### config.mk
export PLATFORM = sky130hd
export DESIGN_NAME = vga_grid_scan
export DESIGN_NICKNAME = d
export VERILOG_FILES = /design/src/rtl/vga_grid_scan.sv
export SDC_FILE = /design/constraint.sdc
export NUM_CORES = 1
export LEC_CHECK = 0
export BUFFER_PORTS_ARGS = -buffer_cell sky130_fd_sc_hd__buf_2
export CAP_MARGIN = 40
export CORE_MARGIN = 1
export CORE_UTILIZATION = 25
export DETAILED_ROUTE_END_ITERATION = 10
export GPL_TIMING_DRIVEN = 1
export PLACE_DENSITY = 0.46
export SLEW_MARGIN = 0
export SYNTH_ARGS = -nofsm -noshare
export SYNTH_HDL_FRONTEND = slang
export SYNTH_SLANG_ARGS = --single-unit
### constraint.sdc
create_clock -name clk -period 1.9 [get_ports clk]
set_input_delay 0.38 -clock clk [delete_from_list [all_inputs] [get_ports clk]]
set_output_delay 0.38 -clock clk [all_outputs]
set_load 0.005 [all_outputs]
### src/rtl/vga_grid_scan.sv
// -----------------------------------------------------------------------------
// vga_grid_scan
//   VGA raster generator and cell scanner for the counter grid.
//   Produces 640x480@60 Hz timing from a 25 MHz pixel clock and divides the
//   active area into a GRID_COLS x GRID_ROWS grid of cells. The bank read
//   address follows the cell under the beam. The returned cell value is
//   registered into RGB together with the syncs, so all outputs share one
//   clock of latency.
//
//   Optional feature macro: GRID_LINES_EN
//     When defined, a 1-pixel white grid and frame is overlaid on the
//     active area. This covers the first pixel column and row of every cell,
//     plus the last active column and the last active line.
//
// Ports
//   clk    in   1         pixel clock (25 MHz)
//   rst    in   1         asynchronous active-low reset
//   datR   in   BIT_DATO  cell value from the bank (combinational on addrR)
//   addrR  out  BIT_ADDR  bank read address {cellRow, cellCol}
//   hsync  out  1         horizontal sync, active-low, registered
//   vsync  out  1         vertical sync, active-low, registered
//   vidOn  out  1         output pixel lies in the active area, registered
//   rgb    out  3         {R,G,B} pixel, registered
// -----------------------------------------------------------------------------
module vga_grid_scan #(
    parameter int BIT_ADDR = 4,
    parameter int BIT_DATO = 3,
    parameter int H_ACTIVE = 640,
    parameter int H_FP     = 16,
    parameter int H_SYNC   = 96,
    parameter int H_BP     = 48,
    parameter int V_ACTIVE = 480,
    parameter int V_FP     = 10,
    parameter int V_SYNC   = 2,
    parameter int V_BP     = 33
) (
    input  logic                clk,
    input  logic                rst,
    input  logic [BIT_DATO-1:0] datR,
    output logic [BIT_ADDR-1:0] addrR,
    output logic                hsync,
    output logic                vsync,
    output logic                vidOn,
    output logic [2:0]          rgb
);

    localparam int HALF      = BIT_ADDR / 2;
    localparam int GRID_COLS = 2 ** HALF;
    localparam int GRID_ROWS = 2 ** HALF;
    localparam int CELL_W    = H_ACTIVE / GRID_COLS;
    localparam int CELL_H    = V_ACTIVE / GRID_ROWS;
    localparam int CW_BITS   = (CELL_W > 1) ? $clog2(CELL_W) : 1;
    localparam int CH_BITS   = (CELL_H > 1) ? $clog2(CELL_H) : 1;
    localparam int H_TOTAL   = H_ACTIVE + H_FP + H_SYNC + H_BP;
    localparam int V_TOTAL   = V_ACTIVE + V_FP + V_SYNC + V_BP;

    // Sized copies of the timing constants, so every compare is width-matched
    localparam logic [9:0]         H_ACT_C    = 10'(H_ACTIVE);
    localparam logic [9:0]         H_LAST_C   = 10'(H_TOTAL - 1);
    localparam logic [9:0]         HS_FIRST_C = 10'(H_ACTIVE + H_FP);
    localparam logic [9:0]         HS_LAST_C  = 10'(H_ACTIVE + H_FP + H_SYNC - 1);
    localparam logic [9:0]         V_ACT_C    = 10'(V_ACTIVE);
    localparam logic [9:0]         V_LAST_C   = 10'(V_TOTAL - 1);
    localparam logic [9:0]         VS_FIRST_C = 10'(V_ACTIVE + V_FP);
    localparam logic [9:0]         VS_LAST_C  = 10'(V_ACTIVE + V_FP + V_SYNC - 1);
    localparam logic [CW_BITS-1:0] CX_LAST_C  = CW_BITS'(CELL_W - 1);
    localparam logic [CH_BITS-1:0] CY_LAST_C  = CH_BITS'(CELL_H - 1);
    localparam logic [HALF-1:0]    CELL_ONE_C = HALF'(1);

    logic [9:0]         r_hcnt;
    logic [9:0]         r_vcnt;
    logic [CW_BITS-1:0] r_cell_x;
    logic [CH_BITS-1:0] r_cell_y;
    logic [HALF-1:0]    r_cell_col;
    logic [HALF-1:0]    r_cell_row;
    logic [2:0]         r_rgb;
    logic               r_vid_on;
    logic               r_hsync;
    logic               r_vsync;

    logic               w_h_active;
    logic               w_v_active;
    logic               w_active;
    logic               w_line_end;
    logic               w_frame_end;
    logic               w_in_hsync;
    logic               w_in_vsync;
    logic [2:0]         w_pix;

    assign w_h_active  = (r_hcnt < H_ACT_C);
    assign w_v_active  = (r_vcnt < V_ACT_C);
    assign w_active    = w_h_active && w_v_active;
    assign w_line_end  = (r_hcnt == H_LAST_C);
    assign w_frame_end = (r_vcnt == V_LAST_C);
    assign w_in_hsync  = (r_hcnt >= HS_FIRST_C) && (r_hcnt <= HS_LAST_C);
    assign w_in_vsync  = (r_vcnt >= VS_FIRST_C) && (r_vcnt <= VS_LAST_C);

    // Pixel and line counters: hcnt wraps each line, vcnt advances at line end
    always_ff @(posedge clk or negedge rst) begin
        if (!rst) begin
            r_hcnt <= 10'd0;
            r_vcnt <= 10'd0;
        end else if (w_line_end) begin
            r_hcnt <= 10'd0;
            if (w_frame_end) begin
                r_vcnt <= 10'd0;
            end else begin
                r_vcnt <= r_vcnt + 10'd1;
            end
        end else begin
            r_hcnt <= r_hcnt + 10'd1;
        end
    end

    // Horizontal cell tracking; the column wraps naturally after the last cell
    always_ff @(posedge clk or negedge rst) begin
        if (!rst) begin
            r_cell_x   <= {CW_BITS{1'b0}};
            r_cell_col <= {HALF{1'b0}};
        end else if (w_line_end) begin
            r_cell_x   <= {CW_BITS{1'b0}};
            r_cell_col <= {HALF{1'b0}};
        end else if (w_h_active) begin
            if (r_cell_x == CX_LAST_C) begin
                r_cell_x   <= {CW_BITS{1'b0}};
                r_cell_col <= r_cell_col + CELL_ONE_C;
            end else begin
                r_cell_x   <= r_cell_x + CW_BITS'(1);
            end
        end else begin
            r_cell_x   <= r_cell_x;
            r_cell_col <= r_cell_col;
        end
    end

    // Vertical cell tracking, stepped once per line and cleared at frame end
    always_ff @(posedge clk or negedge rst) begin
        if (!rst) begin
            r_cell_y   <= {CH_BITS{1'b0}};
            r_cell_row <= {HALF{1'b0}};
        end else if (w_line_end && w_frame_end) begin
            r_cell_y   <= {CH_BITS{1'b0}};
            r_cell_row <= {HALF{1'b0}};
        end else if (w_line_end && w_v_active) begin
            if (r_cell_y == CY_LAST_C) begin
                r_cell_y   <= {CH_BITS{1'b0}};
                r_cell_row <= r_cell_row + CELL_ONE_C;
            end else begin
                r_cell_y   <= r_cell_y + CH_BITS'(1);
            end
        end else begin
            r_cell_y   <= r_cell_y;
            r_cell_row <= r_cell_row;
        end
    end

    // Bank address for the cell under the beam; blanking parks it predictably
    always_comb begin
        addrR = {BIT_ADDR{1'b0}};
        if (!w_v_active) begin
            addrR = {BIT_ADDR{1'b0}};
        end else if (!w_h_active) begin
            addrR = {r_cell_row, {HALF{1'b0}}};
        end else begin
            addrR = {r_cell_row, r_cell_col};
        end
    end

`ifdef GRID_LINES_EN
    logic w_grid_line;
    assign w_grid_line = (r_cell_x == {CW_BITS{1'b0}}) || (r_cell_y == {CH_BITS{1'b0}}) ||
                         (r_hcnt == 10'(H_ACTIVE - 1)) || (r_vcnt == 10'(V_ACTIVE - 1));
`endif

    // Pixel colour before the output register: bank data, optionally overlaid
    always_comb begin
        w_pix = datR;
`ifdef GRID_LINES_EN
        if (w_grid_line) begin
            w_pix = 3'b111;
        end else begin
            w_pix = datR;
        end
`endif
    end

    // Output register stage keeps rgb, vidOn and both syncs mutually aligned
    always_ff @(posedge clk or negedge rst) begin
        if (!rst) begin
            r_rgb    <= 3'b000;
            r_vid_on <= 1'b0;
            r_hsync  <= 1'b1;
            r_vsync  <= 1'b1;
        end else begin
            r_rgb    <= w_active ? w_pix : 3'b000;
            r_vid_on <= w_active;
            r_hsync  <= !w_in_hsync;
            r_vsync  <= !w_in_vsync;
        end
    end

    assign rgb   = r_rgb;
    assign vidOn = r_vid_on;
    assign hsync = r_hsync;
    assign vsync = r_vsync;

endmodule

After elaboration in Yosys (flattened, before gate mapping)
Cells that the tools add are included.

Bits in registers: 45. Output and inout bits: 10. Word-level logic and storage cells: 56.

Muxes and demuxes: 17. $lt $le $gt $ge: 6. Reductions and logical operators: 13. Equality and inequality tests: 4. $add $sub $neg: 6.

Operators by type and width (number): $mux W8 (3); $mux W7 (3); $add A10 B1 Y10 const B (2); $eq A10 B10 Y1 const B (2); $mux W10 (2); $mux W2 (7); $ge A10 B10 Y1 const B (1); $ge A10 B9 Y1 const B (1); $le A10 B10 Y1 const B (1); $le A10 B9 Y1 const B (1); $lt A10 B10 Y1 const B (1); $lt A10 B9 Y1 const B (1); $add A8 B1 Y8 const B (1); $eq A8 B8 Y1 const B (1); $reduce_bool A2 Y1 (4); $add A7 B1 Y7 const B (1); $eq A7 B7 Y1 const B (1); $logic_and A1 B1 Y1 (5); $add A2 B1 Y2 const B (2); $mux W4 (1); $reduce_and A2 Y1 (2); $mux W3 (1); $logic_not A1 Y1 (2).

Longest topological paths before layout
Gate-level depths: netlist of the first run.

Word-level depth: 4. Gate-level depth with buffers: 7. Depth with buffers taken out: 6.

Least setup slack after synthesis of the first run
OpenSTA, ideal clock, no wires.

Path type: reg-to-reg. Start: register r_hcnt[0]. End: register r_cell_y[5]. Cell stages (with the launch flop): 7. Clock period less this slack: 1.628 ns. Path buffers: 1. Arrival time: 1.504 ns. Path slack: 0.272 ns. Data required time: 1.776 ns. Path through: dfrtp_1 -> ha_1 -> and3_1 -> and3_1 -> buf_4 -> and3_1 -> a211o_1.

Cells in the longest elaborated chain, start to end: 3. Elaborated cells between the ends (all ways): 5. Classes of those cells: eq/ne (1); mux (1); reduce/logical (3).

Ends and longest elaborated chain: start: declaration (RTL line 70) `logic [9:0] r_hcnt;`; start signal: assignment (RTL line 111) `r_hcnt <= r_hcnt + 10'd1;`; $eq A10 B10 Y1 (*) (RTL line 93) `assign w_line_end = (r_hcnt == H_LAST_C);`; $logic_and A1 B1 Y1, on equally long branches (RTL line 141, 144); $mux W7 / $reduce_bool A2 Y1 (equally long branches); end signal: assignment (RTL line 139) `r_cell_y <= {CH_BITS{1'b0}};`; end signal: assignment (RTL line 142) `r_cell_y <= {CH_BITS{1'b0}};`; end signal: assignment (RTL line 146) `r_cell_y <= {CH_BITS{1'b0}};`; end: declaration (RTL line 73) `logic [CH_BITS-1:0] r_cell_y;`.

Mark *: on every way between the ends. The rest lies on a longest branch, timed or not. A chain may end at the register's enable or synchronous reset.

Final worst setup path of the first run
Start: register r_hcnt[7]. End: output port addrR[1].

Cells in the longest elaborated chain, start to end: 3.

Ends and longest elaborated chain: $lt A10 B10 Y1 (RTL line 90) `assign w_h_active = (r_hcnt < H_ACT_C);`; $mux W2 (RTL line 162) `end else if (!w_h_active) begin`; $mux W4 (RTL line 160) `if (!w_v_active) begin`; end: declaration (RTL line 40) `output logic [BIT_ADDR-1:0] addrR,`.

Every way passes these cells.

==> impl_metrics.py, run 1 <==
metrics = {
    "finish": {
        "layout.nets": 282,
        "fillers": 930,
        "area_growth_syn_to_layout_pct": 19.3,
        "n_antenna_cell": 0,
        "post_route_cells_drive_above_1_share": 0.210,
        "final_area_sq_um": 2790,
    },
    "clocking": {
        "cts_buffers": 5,
        "cts_root_buffer": "clkbuf_8",
        "cts.sinks": 45,
        "hold_buffers": 0,
        "clk_pin_slew_ns": 0.10,
        "cts_max_path_buffers": 2,
        "clkLatencyLatePin_ns": 0.31,
        "cts_max_level": 2,
        "cts_tree": "built",
    },
    "flow_run": {
        "cap_viol_max_count": 0,
    },
    "timing": {
        "setup_viol": 0,
        "hold_viol_final": 0,
        "final.period_utilization": 0.944,
        "rsz0062_at_grt": "no",
        "min_period_ns": 1.79,
        "skew_ns": 0.0108,
        "worst_slew_pin_slew_ns": 0.272,
        "maxSlewViolCount": 0,
        "timing.slew.headroom": 0.817,
        "fmax_mhz": 557,
        "setup-tns-final_ns": 0,
    },
    "synth": {
        "netlist_area_sq_um": 2340,
        "syn-num-nets": 249,
        "synth_seq_area_share": 0.482,
        "syn_inst": 238,
        "synth.avg_cell_area_sq_um": 9.83,
        "synth_ff_type": "dfrtp_1",
        "synth_edf_count": 0,
        "netlist.area_leader.share": 0.460,
        "synth_seq_cells": 45,
        "yosys-top-cells-area": "dfrtp_1 (46%), and3_1 (3.7%), xor2_1 (3.4%)",
        "synth_async_sr_flop_share": 1.00,
        "yosysWarnings": 0,
        "synth_cell_types": 43,
        "synth.largest_area_cell": "dfrtp_1",
    },
    "placed_design": {
        "dpl.hpwl_um": 3430,
        "placed_cell_area_sq_um": 2650,
        "portBuffers": 14,
        "gp_congestion": 0.737,
    },
    "detailed_routing": {
        "wl_um": 5030,
        "num_vias": 1841,
        "routedWlPerCell_um": 13.2,
        "drc": 0,
        "drtAntennaViolNets": 0,
        "routed_via_density": 4.84,
        "drtIter0Drc": 83,
        "drt-pass1-iter-count": 4,
    },
    "floorplan": {
        "io_pins": 15,
        "coreArea_sq_um": 8890,
        "die-area_sq_um": 9750,
        "start_util": 0.263,
        "die_h_um": 98.7,
        "num_rows": 34,
        "die_x_um": 98.7,
    },
    "critical_path": {
        "end_kind": "output pin",
        "cp_data_arrival_time_ns": 1.41,
        "rr_startpoint": "r_vcnt[0]",
        "critPathMaxFanout": 7,
        "path_class": "register to output pin",
        "cp-startpoint": "r_hcnt[7]",
        "crit_required_ns": 1.52,
        "startpoint_type": "register",
    },
    "power": {
        "power.density_nw_per_um2": 586,
        "p_leak_uw": 0.00125,
        "peakVddDrop_mv": 0.282,
        "finalPower_uw": 1630,
    },
    "global_route": {
        "grt_pass1_vias": 1758,
        "gr-usage-all-layers": 0.110,
        "overflow": 0,
        "antenna_found_initial": 0,
        "grt_pass1_wl_um": 8560,
        "grt_max_degree": 46,
    },
    "min_path": {
        "hp-class": "input pin to async pin",
    },
    "status": {
        "status": "finished, final reports clean",
    },
}
-- kinds of logic (layout without fill, tap and decap cells) --
logic type | Yosys count | after routing | synth area share
AOI/OAI and AO/OA | 44 | 44 | 0.132
xor gates and xnor gates | 15 | 15 | 0.0562
adders and majority gates | 6 | 6 | 0.0321
buffers and inverters | 21 | 55 | 0.0412
DFF | 45 | 45 | 0.482
muxes | 2 | 2 | 0.00856
and+or+nand+nor | 105 | 105 | 0.248
-- sequential cells by signal, summed over array words and instances (netlist names) --
| signal | cells |
|---|---|
| vidOn | 1 |
| vsync | 1 |
| hsync | 1 |
| r_cell_row | 2 |
| r_cell_x | 8 |
| rgb | 3 |
| r_cell_y | 7 |
| r_hcnt | 10 |
| r_vcnt | 10 |
| r_cell_col | 2 |
-- power by group --
group,switching [uW],internal (uW),leakage [uW]
sequential,0.551,960,0.000577
clock,372,269,0.0000452
combinational,22.0,10.8,0.000626
total,394,1240,0.00125
-- synthesized netlist by cell type (all sizes together) (3+ instances only) --
cell type / n
xnor2: 6
a22o: 5
buf: 7
ha: 6
a32o: 6
nor2: 21
xor2: 9
and3: 14
o21ai: 14
dfrtp: 43
nor3: 12
nor2b: 3
clkbuf: 3
nand4: 12
nand3: 15
a21oi: 7
nand2: 11
inv: 11
and2: 7
-- metal layers --
layer / vias to the layer above / global-route usage / part of all wire
li1: 926 / - / -
met1: 884 / 0.149 / 0.50
met2: 26 / 0.178 / 0.46
met3: 5 / 0.0213 / 0.029
met4: 0 / 0.0310 / 0.013
met5: - / 0 / 0
-- metrics by stage --
step / hold slack (ns) / util / worst slack, ns / std cells
after floorplan: 0.0844 / - / 0.272 / 238
after global routing: 0.0475 / 0.314 / 0.00291 / 380
after CTS: 0.0425 / 0.309 / 0.0245 / 376
after detailed placement: 0.385 / 0.298 / 0.142 / 368
final: 0.0443 / 0.314 / 0.106 / 380
after global placement: 0.388 / 0.298 / 0.163 / 368
-- area by class of cell --
cell class	count	area [sq um]	area share
clock buffer	5	68.8	0.0247
clock inverter	3	25.0	0.00897
inverter	11	41.3	0.0148
multi-input combinational	172	1130	0.404
sequential	45	1130	0.405
tap	108	135	0.0484
timing repair buffer	36	260	0.0933
-- critical path, cell delays in order (launching register included) --
cell and delay [ns]:
dfrtp_1 0.41, buf_4 0.17, o21ai_1 0.12, buf_4 0.16, and3_1 0.15, buf_2 0.10
-- layout by cell type (no fill, tap or decap), types with 3 or more instances in the layout --
cell and n:
a21oi_1 7, a22o_1 5, a32o_1 6, and2_1 7, and3_1 13, buf_2 14
buf_4 20, clkbuf_8 5, dfrtp_1 41, ha_1 6, inv_1 11, nand2_1 11
nand3_1 14, nand4_1 12, nor2_1 20, nor2b_1 3, nor3_1 11, o21ai_0 13
xnor2_1 6, xor2_1 9
-- repair_timing --
item	4_1_cts	5_1_grt
gates resized for setup	1	4
setup buffers	0	4
pin swaps	0	0
endpoints found under the hold margin	0	0
endpoints found under the setup margin	1	7
-- final timing paths --
path,to,slack (ns),cells past startpoint
hold / removal,r_cell_col[1],0.04,2
min in group clk,rgb[0],0.29,2
setup / recovery,addrR[1],0.11,5
setup reg to reg,r_cell_y[0],0.14,7
max in group asynchronous,hsync,1.58,2
hold reg to reg,r_cell_row[1],0.47,1
Power figures use the tool's default switching activity.
==> inputs of run 2 (changes only) <==
--- a/config.mk
+++ b/config.mk
@@ -13,2 +13,3 @@
 export GPL_TIMING_DRIVEN = 1
+export MAX_ROUTING_LAYER = met4
 export PLACE_DENSITY = 0.46
==> constraint.sdc (replaced) <==
create_clock -name clk -period 1.9 [get_ports clk]
set_input_delay 0.19 -clock clk [delete_from_list [all_inputs] [get_ports clk]]
set_output_delay 0.19 -clock clk [all_outputs]
set_load 0.005 [all_outputs]
==> run 2 against run 1 <==
Sequential cell count stayed put. Die area unchanged. Final area is 3.0% lower. Sequential share of layout area up 1.2 points. Count of clock-buffer cells in the layout up 2. Fmax is 0.59% higher. Wire length grew 1.8%. First-iteration DRC count is 40% lower. Critical endpoint is now r_vcnt[9]. Via count is 0.22% higher. Non-clock buffer count is 7 lower. Clock skew down 0.0059 ns. Global-route usage grew 0.91 points.
==> impl_metrics.py, run 2 (synthesized netlist as in run 1, its figures left out) <==
metrics = {
    "power": {
        "peakVddDrop_mv": 0.273,
        "p_leak_uw": 0.00121,
        "power.density_nw_per_um2": 584,
    },
    "min_path": {
        "min_delay_path_depth": 2,
        "hp-class": "input pin to register",
        "holdPathEnd": "rgb[0]",
        "hold_start": "datR[0]",
    },
    "floorplan": {
        "start_util": 0.263,
        "io_pins": 15,
        "die_h_um": 98.7,
        "die-area_sq_um": 9750,
        "num_rows": 34,
        "die_x_um": 98.7,
        "coreArea_sq_um": 8890,
    },
    "finish": {
        "reg_top3": "r_hcnt: 10 flops, r_vcnt: 10 flops, r_cell_x: 8 flops",
        "final_area_sq_um": 2710,
        "area_growth_syn_to_layout_pct": 15.6,
        "layout_commonest_cell": "dfrtp_1",
        "layout.nets": 275,
        "final_cell_mix": "dfrtp_1 (43), nor2_1 (20), nand3_1 (14), buf_2 (14)",
        "fin_cells": 373,
        "fillers": 918,
        "n_antenna_cell": 0,
        "post_route_cells_drive_above_1_share": 0.166,
    },
    "clocking": {
        "cts_root_buffer": "clkbuf_8",
        "cts_max_path_buffers": 2,
        "cts_buffers": 5,
        "cts.sinks": 45,
        "cts_max_level": 2,
        "clk_pin_slew_ns": 0.09,
        "cts_tree": "built",
        "clkLatencyLatePin_ns": 0.29,
        "post_cts_buffers": 0,
    },
    "timing": {
        "fmax_mhz": 561,
        "worst_slew_pin_slew_ns": 0.578,
        "timing.slew.headroom": 0.615,
        "skew_ns": 0.00486,
        "min_period_ns": 1.78,
        "setup-tns-final_ns": 0,
        "final.period_utilization": 0.939,
        "hold_viol_final": 0,
        "maxSlewViolCount": 0,
        "setup_viol": 0,
        "rsz0062_at_grt": "no",
    },
    "global_route": {
        "overflow": 0,
        "antenna_found_initial": 0,
        "grt_pass1_wl_um": 9040,
        "grt_pass1_vias": 1799,
        "grt_max_degree": 24,
        "gr-usage-all-layers": 0.119,
    },
    "critical_path": {
        "crit_required_ns": 2.13,
        "critPathMaxFanout": 12,
        "path_class": "register to register",
        "rr_startpoint": "r_vcnt[0]",
        "rr_endpoint": "r_vcnt[9]",
        "cp_data_arrival_time_ns": 2.02,
        "rrSetupSlack_ns": 0.12,
        "startpoint_type": "register",
        "end_kind": "register",
        "rr_worst_depth": 6,
    },
    "detailed_routing": {
        "routedWlPerCell_um": 13.7,
        "num_vias": 1845,
        "routed_via_density": 4.95,
        "drtAntennaViolNets": 0,
        "wl_um": 5120,
        "drtIter0Drc": 50,
        "drc": 0,
        "drt-pass1-iter-count": 4,
    },
    "placed_design": {
        "placed_cell_area_sq_um": 2610,
        "placed_cells": 364,
        "dpl.hpwl_um": 3540,
        "gp_congestion": 0.766,
        "portBuffers": 14,
    },
    "status": {
        "status": "finished, final reports clean",
    },
    "flow_run": {
        "cap_viol_max_count": 0,
    },
}
==> run 2: what timing repair did <==
item	4_1_cts	5_1_grt
hold endpoints to repair	21	0
gates resized for setup	1	1
endpoints found under the setup margin	1	10
cloned	0	0
hold buffers	1	0
==> run 2: cell type report <==
type	instances	area (sq um)	share of cell area
clock buffer	7	76.3	0.0282
inverter	11	41.3	0.0153
multi-input combinational	172	1120	0.414
timing repair buffer	29	198	0.0731
tap	108	135	0.0500
sequential	45	1130	0.417
clock inverter	1	5.00	0.00185
==> run 2: power breakdown <==
group          internal, uW  switching, uW
logic                  11.9           23.0
registers               960          0.672
clock network           259            325
total                  1230            349
==> run 2: per-layer routing <==
layer,share of wire,wire length (um),GRT usage,vias to the layer above
li1,-,-,-,911
met1,0.50,2540,0.157,901
met2,0.46,2350,0.181,26
met3,0.030,155,0.0227,7
met4,0.014,70,0.0413,0
met5,0,0,-,-
==> run 2: critical path, cell delays in order (launching register included) <==
cell      delay [ns]
dfrtp_1         0.35
inv_1           0.06
ha_1            0.19
and4bb_2        0.23
and3_2          0.28
nor2_2          0.37
a32o_1          0.23
==> run 2: per-stage QoR <==
step,power [uW],util,hold WS (ns),setup slack (ns)
after floorplan,983,-,-0.106,0.272
after global placement,1020,0.293,0.219,0.118
after detailed placement,1020,0.293,0.228,0.0694
after CTS,1620,0.304,0.106,0.0586
after global routing,1660,0.304,0.123,0.0150
final,1580,0.304,0.119,0.117
==> run 2: worst max path at each step <==
stage / start / end / slack [ns] / cells past startpoint
after floorplan: r_hcnt[0] / r_cell_y[5] / 0.27 / 6
after global placement: r_vcnt[0] / r_cell_y[1] / 0.12 / 6
after detailed placement: r_vcnt[0] / r_cell_y[1] / 0.07 / 6
after CTS: r_vcnt[0] / r_cell_y[1] / 0.06 / 6
after global routing: r_vcnt[0] / r_vcnt[9] / 0.02 / 6
final: r_vcnt[0] / r_vcnt[9] / 0.12 / 6
==> inputs of run 3 (changes only) <==
==> constraint.sdc (replaced) <==
create_clock -name clk -period 1.9 [get_ports clk]
set_input_delay 0.095 -clock clk [delete_from_list [all_inputs] [get_ports clk]]
set_output_delay 0.095 -clock clk [all_outputs]
set_load 0.005 [all_outputs]
==> run 3 against run 2 <==
Core utilization up 0.14 points. Sequential power is essentially flat. Clock skew decreased by 0.0014 ns.
==> impl_metrics.py, run 3 (synthesized netlist as in run 1, its figures left out) <==
metrics = {
    "timing": {
        "timing.slew.headroom": 0.626,
        "skew_ns": 0.00349,
        "maxSlewViolCount": 0,
        "min_period_ns": 1.83,
        "hold_viol_final": 0,
        "final.period_utilization": 0.964,
        "setup_viol": 0,
        "fmax_mhz": 546,
        "rsz0062_at_grt": "no",
        "setup-tns-final_ns": 0,
        "worst_slew_pin_slew_ns": 0.562,
    },
    "clocking": {
        "cts_max_path_buffers": 2,
        "cts_root_buffer": "clkbuf_8",
        "clkLatencyLatePin_ns": 0.30,
        "post_cts_buffers": 0,
        "cts_max_level": 2,
        "clk_pin_slew_ns": 0.08,
        "cts.sinks": 45,
        "cts_tree": "built",
        "cts_buffers": 5,
    },
    "power": {
        "peakVddDrop_mv": 0.297,
        "power.density_nw_per_um2": 611,
        "p_leak_uw": 0.00122,
        "finalPower_uw": 1660,
    },
    "global_route": {
        "overflow": 0,
        "grt_pass1_wl_um": 8320,
        "grt_max_degree": 24,
        "gr-usage-all-layers": 0.110,
        "antenna_found_initial": 0,
        "grt_pass1_vias": 1688,
    },
    "floorplan": {
        "num_rows": 34,
        "coreArea_sq_um": 8890,
        "die_x_um": 98.7,
        "io_pins": 15,
        "die-area_sq_um": 9750,
        "start_util": 0.263,
        "die_h_um": 98.7,
    },
    "critical_path": {
        "crit_cells": 6,
        "path_cells": "inv_1, ha_1, and4bb_2, and3_2, or4_1, o21ai_0",
        "cp.buffers_inverters": 1,
        "crit_required_ns": 2.12,
        "cp_slowest_stage_delay_ns": 0.48,
        "cp_data_arrival_time_ns": 2.05,
        "critPathMaxFanout": 12,
        "slowest_stage": "or4_1",
        "path_class": "register to register",
        "rr_worst_depth": 6,
        "startpoint_type": "register",
        "crit_family": "simple AND/OR/NAND/NOR gates",
        "end_kind": "register",
    },
    "placed_design": {
        "portBuffers": 14,
        "dpl.hpwl_um": 3540,
        "gp_congestion": 0.764,
        "placed_cells": 363,
    },
    "finish": {
        "final_cell_mix": "dfrtp_1 (43), nor2_1 (20), nand3_1 (14), buf_2 (14)",
        "fin_cells": 372,
        "area_growth_syn_to_layout_pct": 16.1,
        "layout_commonest_cell": "dfrtp_1",
        "post_route_cells_drive_above_1_share": 0.167,
        "reg_top3": "r_hcnt: 10 flops, r_vcnt: 10 flops, r_cell_x: 8 flops",
        "n_antenna_cell": 0,
        "layout.nets": 274,
    },
    "flow_run": {
        "cap_viol_max_count": 0,
    },
    "detailed_routing": {
        "drc": 0,
        "wl_um": 5100,
        "routedWlPerCell_um": 13.7,
        "drtAntennaViolNets": 0,
        "num_vias": 1840,
        "drtIter0Drc": 118,
        "routed_via_density": 4.95,
        "drt-pass1-iter-count": 4,
    },
    "min_path": {
        "min_delay_path_depth": 2,
        "hp-class": "input pin to register",
    },
    "status": {
        "status": "finished, final reports clean",
    },
}
[run 3: cell count changes in the layout (fill, tap and decap cells not counted), sizes merged]
cell | before | now
buf | 28 | 27
[run 3: area by class of cell]
| class | count | area [sq um] |
|---|---|---|
| fill | 918 | 6170 |
| sequential | 45 | 1130 |
| multi-input combinational | 172 | 1120 |
| timing repair buffer | 28 | 190 |
| tap | 108 | 135 |
| clock buffer | 7 | 96.3 |
| inverter | 11 | 41.3 |
| clock inverter | 1 | 5.00 |
[run 3: path summary, 6_finish.rpt]
path,slack [ns],endpoint,startpoint
worst max-delay path,0.07,r_vcnt[3],r_vcnt[0]
worst min-delay path,0.02,rgb[1],datR[1]
worst max register to register,0.07,r_vcnt[3],r_vcnt[0]
worst min register to register,0.47,r_cell_row[1],r_cell_row[1]
max in group asynchronous,0.98,vsync,rst
min in group asynchronous,0.32,r_cell_y[3],rst
[run 3: report_power, final]
group | switching [uW] | leakage (uW) | total, uW | internal, uW
sequential | 0.534 | 0.000581 | 961 | 960
clock | 335 | 0.0000542 | 664 | 329
combinational | 22.6 | 0.000584 | 34.5 | 11.9
total | 358 | 0.00122 | 1660 | 1300
[run 3: layer usage]
layer | wire, um | GRT usage | vias up | part of all wire
met1 | 2550 | 0.147 | 891 | 0.50
met2 | 2340 | 0.168 | 36 | 0.46
met5 | 0 | - | - | 0
met3 | 140 | 0.0206 | 6 | 0.027
met4 | 74 | 0.0379 | 0 | 0.015
li1 | - | - | 907 | -
[run 3: metrics by stage]
stage	instance area, sq um	setup WS [ns]	hold WS [ns]	utilization
final	2720	0.0693	0.0248	0.306
after global routing	2720	0.00874	0.0228	0.306
after CTS	2720	0.0147	0.0223	0.306
after detailed placement	2600	0.0272	0.137	0.292
after global placement	2600	0.0476	0.132	0.292
after floorplan	2340	0.272	-0.201	-
[run 3: worst reg2reg max path: stages (launching register included)]
cell and delay (ns):
dfrtp_1 0.39, inv_1 0.08, ha_1 0.19, and4bb_2 0.23, and3_2 0.29, or4_1 0.48, o21ai_0 0.09
[run 3: what timing repair did]
action,in CTS,in global routing
resized for setup,1,1
endpoints found under the setup margin,1,12
hold buffers,1,0
pin swaps,0,0
endpoints found under the hold margin,21,0
